File: src/rtl/uart_rx.sv
// UART receive path: synchronizes RX_IN, majority-votes three mid-bit samples,
// shifts data in LSB first and checks optional parity plus the stop bit.
module uart_rx #(
  parameter int FRAME_WIDTH    = 8,
  parameter int PRESCALE_WIDTH = 6,
  parameter int BIT_CNT_WIDTH  = 4
) (
  input  logic                      clk,
  input  logic                      reset,
  input  logic                      RX_IN,
  input  logic [PRESCALE_WIDTH-1:0] Prescale,
  input  logic                      PAR_EN,
  input  logic                      PAR_TYP,
  output logic [FRAME_WIDTH-1:0]    P_DATA,
  output logic                      data_valid,
  output logic                      par_err,
  output logic                      stp_err
);

  localparam logic [2:0] IDLE   = 3'd0;
  localparam logic [2:0] START  = 3'd1;
  localparam logic [2:0] DATA   = 3'd2;
  localparam logic [2:0] PARITY = 3'd3;
  localparam logic [2:0] STOP   = 3'd4;

  localparam logic [PRESCALE_WIDTH-1:0] EDGE_ONE = PRESCALE_WIDTH'(1);
  localparam logic [PRESCALE_WIDTH-1:0] EDGE_TWO = PRESCALE_WIDTH'(2);
  localparam logic [BIT_CNT_WIDTH-1:0]  BIT_ONE  = BIT_CNT_WIDTH'(1);
  localparam logic [BIT_CNT_WIDTH-1:0]  BIT_LAST = BIT_CNT_WIDTH'(FRAME_WIDTH - 1);

  logic                      sync1_q;
  logic                      sync2_q;
  logic                      rx_s;

  logic [2:0]                state_q,    state_d;
  logic [PRESCALE_WIDTH-1:0] edge_cnt_q, edge_cnt_d;
  logic [BIT_CNT_WIDTH-1:0]  bit_cnt_q,  bit_cnt_d;
  logic [2:0]                samples_q,  samples_d;
  logic [FRAME_WIDTH-1:0]    shift_q,    shift_d;
  logic [PRESCALE_WIDTH-1:0] prescale_q, prescale_d;
  logic                      par_en_q,   par_en_d;
  logic                      par_typ_q,  par_typ_d;
  logic                      par_flag_q, par_flag_d;
  logic [FRAME_WIDTH-1:0]    p_data_q,   p_data_d;
  logic                      valid_q,    valid_d;
  logic                      par_err_q,  par_err_d;
  logic                      stp_err_q,  stp_err_d;

  logic [PRESCALE_WIDTH-1:0] half_pt;
  logic [PRESCALE_WIDTH-1:0] samp_first;
  logic [PRESCALE_WIDTH-1:0] samp_last;
  logic [PRESCALE_WIDTH-1:0] resolve_pt;
  logic [PRESCALE_WIDTH-1:0] last_edge;
  logic                      at_sample;
  logic                      at_resolve;
  logic                      at_wrap;
  logic                      bit_val;
  logic                      par_expected;

  // Synchronizer flops reset high so a reset never looks like a start bit.
  always_ff @(posedge clk or negedge reset) begin
    if (!reset) begin
      sync1_q <= 1'b1;
      sync2_q <= 1'b1;
    end else begin
      sync1_q <= RX_IN;
      sync2_q <= sync1_q;
    end
  end

  assign rx_s = sync2_q;

  always_comb begin
    half_pt    = prescale_q >> 1;
    samp_first = half_pt - EDGE_ONE;
    samp_last  = half_pt + EDGE_ONE;
    resolve_pt = half_pt + EDGE_TWO;
    last_edge  = prescale_q - EDGE_ONE;
    at_sample  = (state_q != IDLE) &&
                 ((edge_cnt_q == samp_first) || (edge_cnt_q == half_pt) ||
                  (edge_cnt_q == samp_last));
    at_resolve = (state_q != IDLE) && (edge_cnt_q == resolve_pt);
    at_wrap    = (state_q != IDLE) && (edge_cnt_q == last_edge);
    bit_val    = (samples_q[0] & samples_q[1]) | (samples_q[0] & samples_q[2]) |
                 (samples_q[1] & samples_q[2]);
    par_expected = (^shift_q) ^ par_typ_q;
  end

  always_comb begin
    samples_d = samples_q;
    if (at_sample) begin
      samples_d = {samples_q[1:0], rx_s};
    end
  end

  // The frame ends at the stop-bit resolve point so a back-to-back start can follow.
  always_comb begin
    state_d    = state_q;
    edge_cnt_d = edge_cnt_q;
    bit_cnt_d  = bit_cnt_q;
    shift_d    = shift_q;
    prescale_d = prescale_q;
    par_en_d   = par_en_q;
    par_typ_d  = par_typ_q;
    par_flag_d = par_flag_q;
    p_data_d   = p_data_q;
    valid_d    = 1'b0;
    par_err_d  = 1'b0;
    stp_err_d  = 1'b0;

    if (state_q != IDLE) begin
      edge_cnt_d = at_wrap ? '0 : edge_cnt_q + EDGE_ONE;
    end

    case (state_q)
      IDLE: begin
        edge_cnt_d = '0;
        if (!rx_s) begin
          state_d    = START;
          edge_cnt_d = EDGE_ONE;
          bit_cnt_d  = '0;
          prescale_d = Prescale;
          par_en_d   = PAR_EN;
          par_typ_d  = PAR_TYP;
          par_flag_d = 1'b0;
        end
      end

      START: begin
        if (at_resolve && bit_val) begin
          state_d    = IDLE;
          edge_cnt_d = '0;
        end else if (at_wrap) begin
          state_d   = DATA;
          bit_cnt_d = '0;
        end
      end

      DATA: begin
        if (at_resolve) begin
          shift_d = {bit_val, shift_q[FRAME_WIDTH-1:1]};
        end
        if (at_wrap) begin
          if (bit_cnt_q == BIT_LAST) begin
            state_d = par_en_q ? PARITY : STOP;
          end else begin
            bit_cnt_d = bit_cnt_q + BIT_ONE;
          end
        end
      end

      PARITY: begin
        if (at_resolve) begin
          par_flag_d = (bit_val != par_expected);
        end
        if (at_wrap) begin
          state_d = STOP;
        end
      end

      STOP: begin
        if (at_resolve) begin
          state_d    = IDLE;
          edge_cnt_d = '0;
          stp_err_d  = ~bit_val;
          par_err_d  = par_flag_q;
          if (bit_val && !par_flag_q) begin
            p_data_d = shift_q;
            valid_d  = 1'b1;
          end
        end
      end

      default: begin
        state_d    = IDLE;
        edge_cnt_d = '0;
      end
    endcase
  end

  always_ff @(posedge clk or negedge reset) begin
    if (!reset) begin
      state_q    <= IDLE;
      edge_cnt_q <= '0;
      bit_cnt_q  <= '0;
      samples_q  <= '0;
      shift_q    <= '0;
      prescale_q <= '0;
      par_en_q   <= 1'b0;
      par_typ_q  <= 1'b0;
      par_flag_q <= 1'b0;
    end else begin
      state_q    <= state_d;
      edge_cnt_q <= edge_cnt_d;
      bit_cnt_q  <= bit_cnt_d;
      samples_q  <= samples_d;
      shift_q    <= shift_d;
      prescale_q <= prescale_d;
      par_en_q   <= par_en_d;
      par_typ_q  <= par_typ_d;
      par_flag_q <= par_flag_d;
    end
  end

  always_ff @(posedge clk or negedge reset) begin
    if (!reset) begin
      p_data_q  <= '0;
      valid_q   <= 1'b0;
      par_err_q <= 1'b0;
      stp_err_q <= 1'b0;
    end else begin
      p_data_q  <= p_data_d;
      valid_q   <= valid_d;
      par_err_q <= par_err_d;
      stp_err_q <= stp_err_d;
    end
  end

  assign P_DATA     = p_data_q;
  assign data_valid = valid_q;
  assign par_err    = par_err_q;
  assign stp_err    = stp_err_q;

endmodule

File: config.mk
export PLATFORM = sky130hd
export DESIGN_NAME = uart_rx
export DESIGN_NICKNAME = d
export VERILOG_FILES = /design/src/rtl/uart_rx.sv
export SDC_FILE = /design/constraint.sdc
export NUM_CORES = 1
export LEC_CHECK = 0
export ABC_AREA = 1
export BUFFER_PORTS_ARGS = -buffer_cell sky130_fd_sc_hd__buf_2
export CORE_MARGIN = 3
export CORE_UTILIZATION = 35
export CTS_CLUSTER_DIAMETER = 80
export DETAILED_ROUTE_END_ITERATION = 16
export REMOVE_ABC_BUFFERS = 1
export SLEW_MARGIN = 25
export SYNTH_ARGS = -nofsm -noshare
export SYNTH_HDL_FRONTEND = slang
export SYNTH_SLANG_ARGS = --single-unit
File: constraint.sdc
create_clock -name clk -period 1.8 [get_ports clk]
set_input_delay 0.18 -clock clk [delete_from_list [all_inputs] [get_ports clk]]
set_output_delay 0.18 -clock clk [all_outputs]
set_load 0.1 [all_outputs]
---- Word level (Yosys, flattened, before mapping) ----
Cells that the tools add are included.
word-level totals
  output and inout bits ................... 11
  bits in read-only memories .............. 0
  latch bits .............................. 0
  register bits after elaboration ......... 46
  logic and storage cells ................. 101
  bits in writable memories ............... 0
  memories kept ........................... 0
operators by class
  shifts and indexed selects .............. 0
  add/sub/neg operators ................... 6
  reductions and logical operators ........ 20
  equal/unequal tests ..................... 21
  bitwise gates (word level) .............. 8
  mux-type cells .......................... 31
  $lt $le $gt $ge ......................... 0
  divide/modulo/power cells ............... 0
  multipliers ............................. 0
operators with widths
  cell                   number
  $eq A6 B6 Y1           4
  $mux W3                8
  $mux W6                4
  $pmux W6 S4            1
  $mux W4                5
  $ne A2 B2 Y1 const B   9
  $pmux W3 S5            1
  $pmux W4 S3            1
  $reduce_and A6 Y1      2
  $mux W1                10
  $reduce_xor A8 Y1      1
  $add A5 B1 Y6 const B  1
  $add A5 B2 Y6 const B  1
  $add A6 B1 Y6 const B  1
  $eq A3 B2 Y1 const B   2
  $eq A6 B5 Y1           1
  $reduce_and A3 Y1      2
  $reduce_bool A3 Y1     2
  $sub A5 B1 Y6 const B  1
  $sub A6 B1 Y6 const B  1
  $logic_and A1 B1 Y1    5
  $add A4 B1 Y4 const B  1
  $eq A4 B3 Y1 const B   1
  $reduce_and A2 Y1      2
  14 further kinds       19

---- Depth between registers and ports, before layout ----
  depth in word-level cells ............... 7
  mapped depth ............................ 16

---- Worst setup path before layout ----
No wires, ideal clock.
  path kind ............................... register to register
  start ................................... register prescale_q[2]
  end ..................................... register p_data_q[6], in the netlist P_DATA[6]
  path slack .............................. -83 ps
  library setup time ...................... 122 ps
  period minus slack after synthesis ...... 1883 ps
  arrival time ............................ 1760 ps
  path buffers ............................ 1
  cell stages (with the launch flop) ...... 15
  data required time ...................... 1678 ps
  path through ............................ dfrtp_1 inv_1 ha_1 inv_1 nand2_1 nand2_1 nor2_1 nand2_1 nor2_4 nand3_2 inv_2 nand3_4 buf_6 nand2_1 o21ai_2
on the way
  longest elaborated chain between the ends .. 4
ends and longest elaborated chain
  what                         line  text
  start: declaration           40    logic [PRESCALE_WIDTH-1:0] prescale_q, prescale_d;
  start signal: assignment     198   prescale_q <= prescale_d;
  $add A5 B2 Y6                77    resolve_pt = half_pt + EDGE_TWO;
  $eq A6 B6 Y1                 82    at_resolve = (state_q != IDLE) && (edge_cnt_q == resolve_pt);
  $logic_and A1 B1 Y1          82
  $reduce_and A3 Y1 (no line)  -
  end signal: assignment       212   p_data_q <= p_data_d;
  end: declaration             44    logic [FRAME_WIDTH-1:0] p_data_q, p_data_d;
Every way passes these cells.
A chain may end at the register's enable or synchronous reset.

---- Worst setup path in the final report ----
  start ................................... register prescale_q[3]
  end ..................................... register p_data_q[0], in the netlist P_DATA[0]
The elaborated chain is that of the path after synthesis.

==> out/results.ini <==
[timing]
fin_crit_ns = 1.926
fin_setup_tns_ns = -2.201
worst_pin_slew_ns = 0.6094
max_clock_freq_mhz = 519.2
setup_slack_ns = -0.1262
slew_headroom = 0.5906
finalSetupViolCount = 32
finalHoldViolations = 0
drv_slew = 0
clock_skew_ns = 0.01056
rsz0062_at_grt = yes
finalCritPeriodShare = 1.070

[detailed_routing]
dr.pass1.iters = 4
vias_per_cell = 4.681
drtIter0Drc = 127
ant_nets = 0
drt-total-wl_um = 6821
drcViolationCount = 0
wl_per_cell_um = 12.42
route.vias.total = 2570

[flow_run]
cap_violations = 0

[global_route]
overflow = 0
grt_pass1_wl_um = 11210
grt_antenna_before_repair = 0
first_global_vias = 2460
grt_max_degree = 31
track_usage = 0.1546

[setup_path]
path_cells = inv_2 -> ha_4 -> inv_2 -> nand2_2 -> nand2_2 -> nor2_1 -> nand2_1 -> nor2_4 -> nand3_2 -> inv_2 -> nand3_4 -> nand2_2 -> nand2_1
crit_path_end_kind = register
start_kind = register
path_max_fanout = 8
critical_path_class = register to register
reg2reg_from = prescale_q[3]$_DFFE_PN0P_
ff2ff_path_depth = 13
critPathMaxStageDelay_ns = 0.42
worst_ep_required_time_ns = 2.00
cp.arrival_ns = 2.13
rrSetupSlack_ns = -0.13
rr_endpoint = P_DATA[0]$_DFFE_PN0P_
cp_slowest_cell = dfrtp_1

[cells_and_area]
mostFrequentLayoutCell = nand2_1
antenna_cells = 0
drive_above_1_share = 0.3468
final_cells = 549
final_cell_mix = 103 x nand2_1, 44 x dfrtp_1, 36 x buf_4
fin_nets = 466
area_delta_synth_final_pct = 31.06

[floorplanning]
die-area_um2 = 9305
core_um2 = 7848
die_x_um = 96.46
ios = 22
num_rows = 32
initial_core_util = 0.3650
die_y_um = 96.46

[logic_synthesis]
ys_ff_latch = 46
syn_area_um2 = 2864
avgSynthCellArea_um2 = 7.577
yosys.cell_types.count = 33
ys.warnings.count = 0
synth_seq_area_share = 0.4028
netlist_instances = 378

[pwr]
pwr_density_cell_nw_per_um2 = 1468
ir_drop_mv = 0.6001
leakage_uw = 0.001882

[clock_tree]
cts_made_buffers = 5
cts.sinks = 46
cts_tree = done
clkTransAtPathRegs_ns = 0.09
cts_buffer_depth = 2
worst_skew_pair.late_latency_ns = 0.31
cts_max_level = 2
root_buffer = clkbuf_8

[place]
dp_hpwl_um = 4798
port_buffers = 21
dpl_worst_slack_ns = -0.2196
placedCellCount = 526
gp_congestion = 0.9241

[worst_hold_path]
hp-start = PAR_EN
hold_path.class = primary input to register
min_to = par_en_q$_DFFE_PN0P_
hold_depth = 2

[status]
status = finished, violations left
violations = setup timing

-- worst max path at each step --
| stage | end | start | slack [ns] |
|---|---|---|---|
| floorplan | state_q[1]$_DFFE_PN0P_ | prescale_q[2]$_DFFE_PN0P_ | -0.06 |
| global placement | state_q[1]$_DFFE_PN0P_ | prescale_q[2]$_DFFE_PN0P_ | -0.16 |
| detailed placement | state_q[1]$_DFFE_PN0P_ | prescale_q[2]$_DFFE_PN0P_ | -0.22 |
| CTS | P_DATA[0]$_DFFE_PN0P_ | prescale_q[2]$_DFFE_PN0P_ | -0.11 |
| global route | P_DATA[0]$_DFFE_PN0P_ | prescale_q[3]$_DFFE_PN0P_ | -0.28 |
| finish | P_DATA[0]$_DFFE_PN0P_ | prescale_q[3]$_DFFE_PN0P_ | -0.13 |
-- report_power, final --
part	switching, µW	total (µW)	internal (µW)
Sequential	225	1450	1230
Combinational	1930	3390	1460
Clock	387	668	281
-- routing by layer --
layer / wire [µm] / GRT usage
met1: 3110 / 0.1950
met2: 3399 / 0.2661
met3: 196 / 0.02401
met4: 114 / 0.05724
met5: 0 / 0
-- state kept, by name, indices dropped and copies added, names as in the netlist, 3 cells and up --
name	flops
bit_cnt_q	4
prescale_q	6
state_q	3
P_DATA	8
shift_q	8
samples_q	3
edge_cnt_q	6
-- what timing repair did --
action,CTS,global route
endpoints found under the setup margin,32,36
hold endpoints to repair,17,0
cloned,1,1
hold buffers,2,0
pin swaps,10,19
gates resized for setup,40,22
buffers inserted,6,5
-- Yosys cell counts --
library cell    n  area, µm²
nand2_1       118      442.9
dfrtp_1        44       1101
inv_1          36      135.1
nor2_1         36      135.1
nand3_1        18      90.09
xor2_1         14      122.6
a21oi_1        13      65.06
inv_2          12      45.04
o21ai_0        12      60.06
nand2_2        10      62.56
ha_1            9      112.6
o21ai_2         8      70.07
nor3_1          7      35.03
nand3_2         5      50.05
xnor2_1         5      43.79
nand4_1         4      25.02
buf_6           3      33.78
nor2_4          3      33.78
o21ai_1         3      15.01
buf_2           2      10.01
dfstp_2         2      52.55
nand3b_1        2      15.01
o211ai_1        2      15.01
a21boi_0        1      7.510
a21boi_2        1      11.26
buf_4           1      7.510
mux2_2          1      11.26
nand3_4         1      17.52
nor2_2          1      6.260
nor3_2          1      10.01
o21a_1          1      7.510
o21bai_1        1      7.510
or2_2           1      6.260
-- cell type report --
type | count | area, µm²
sequential | 46 | 1154
clock buffer | 5 | 68.82
inverter | 48 | 182.7
timing repair buffer | 66 | 505.5
clock inverter | 3 | 25.02
multi-input combinational | 279 | 1690
fill | 786 | 4094
tap | 102 | 127.6
-- worst max-delay path: cells and delay by family, from the launching register on --
family / cells / cell delay, ns
adder cells (fa/ha/maj): 1 / 0.27
buffers and inverters: 3 / 0.23
flip-flops: 1 / 0.42
AND/OR/NAND/NOR: 9 / 0.89
-- stage by stage --
step / cell area (µm²) / hold slack, ns / util / total power, µW
after floorplan: 2813 / -0.1156 / - / 3252
after global placement: 3303 / 0.1435 / 0.4209 / 4175
after detailed placement: 3303 / 0.1452 / 0.4209 / 4224
after CTS: 3620 / 0.1043 / 0.4613 / 5341
after global routing: 3754 / 0.1069 / 0.4783 / 6018
final: 3754 / 0.1074 / 0.4783 / 5509
-- kinds of logic after synthesis --
kind of cell	after synthesis	synth area share
AOI/OAI and AO/OA	42	0.09043
adders and majority gates	9	0.03932
DFF	46	0.4028
and+or+nand+nor	207	0.3246
muxes	1	0.003932
buffers and inverters	54	0.08082
xor gates and xnor gates	19	0.05810
(Power assumes the default switching activity.)
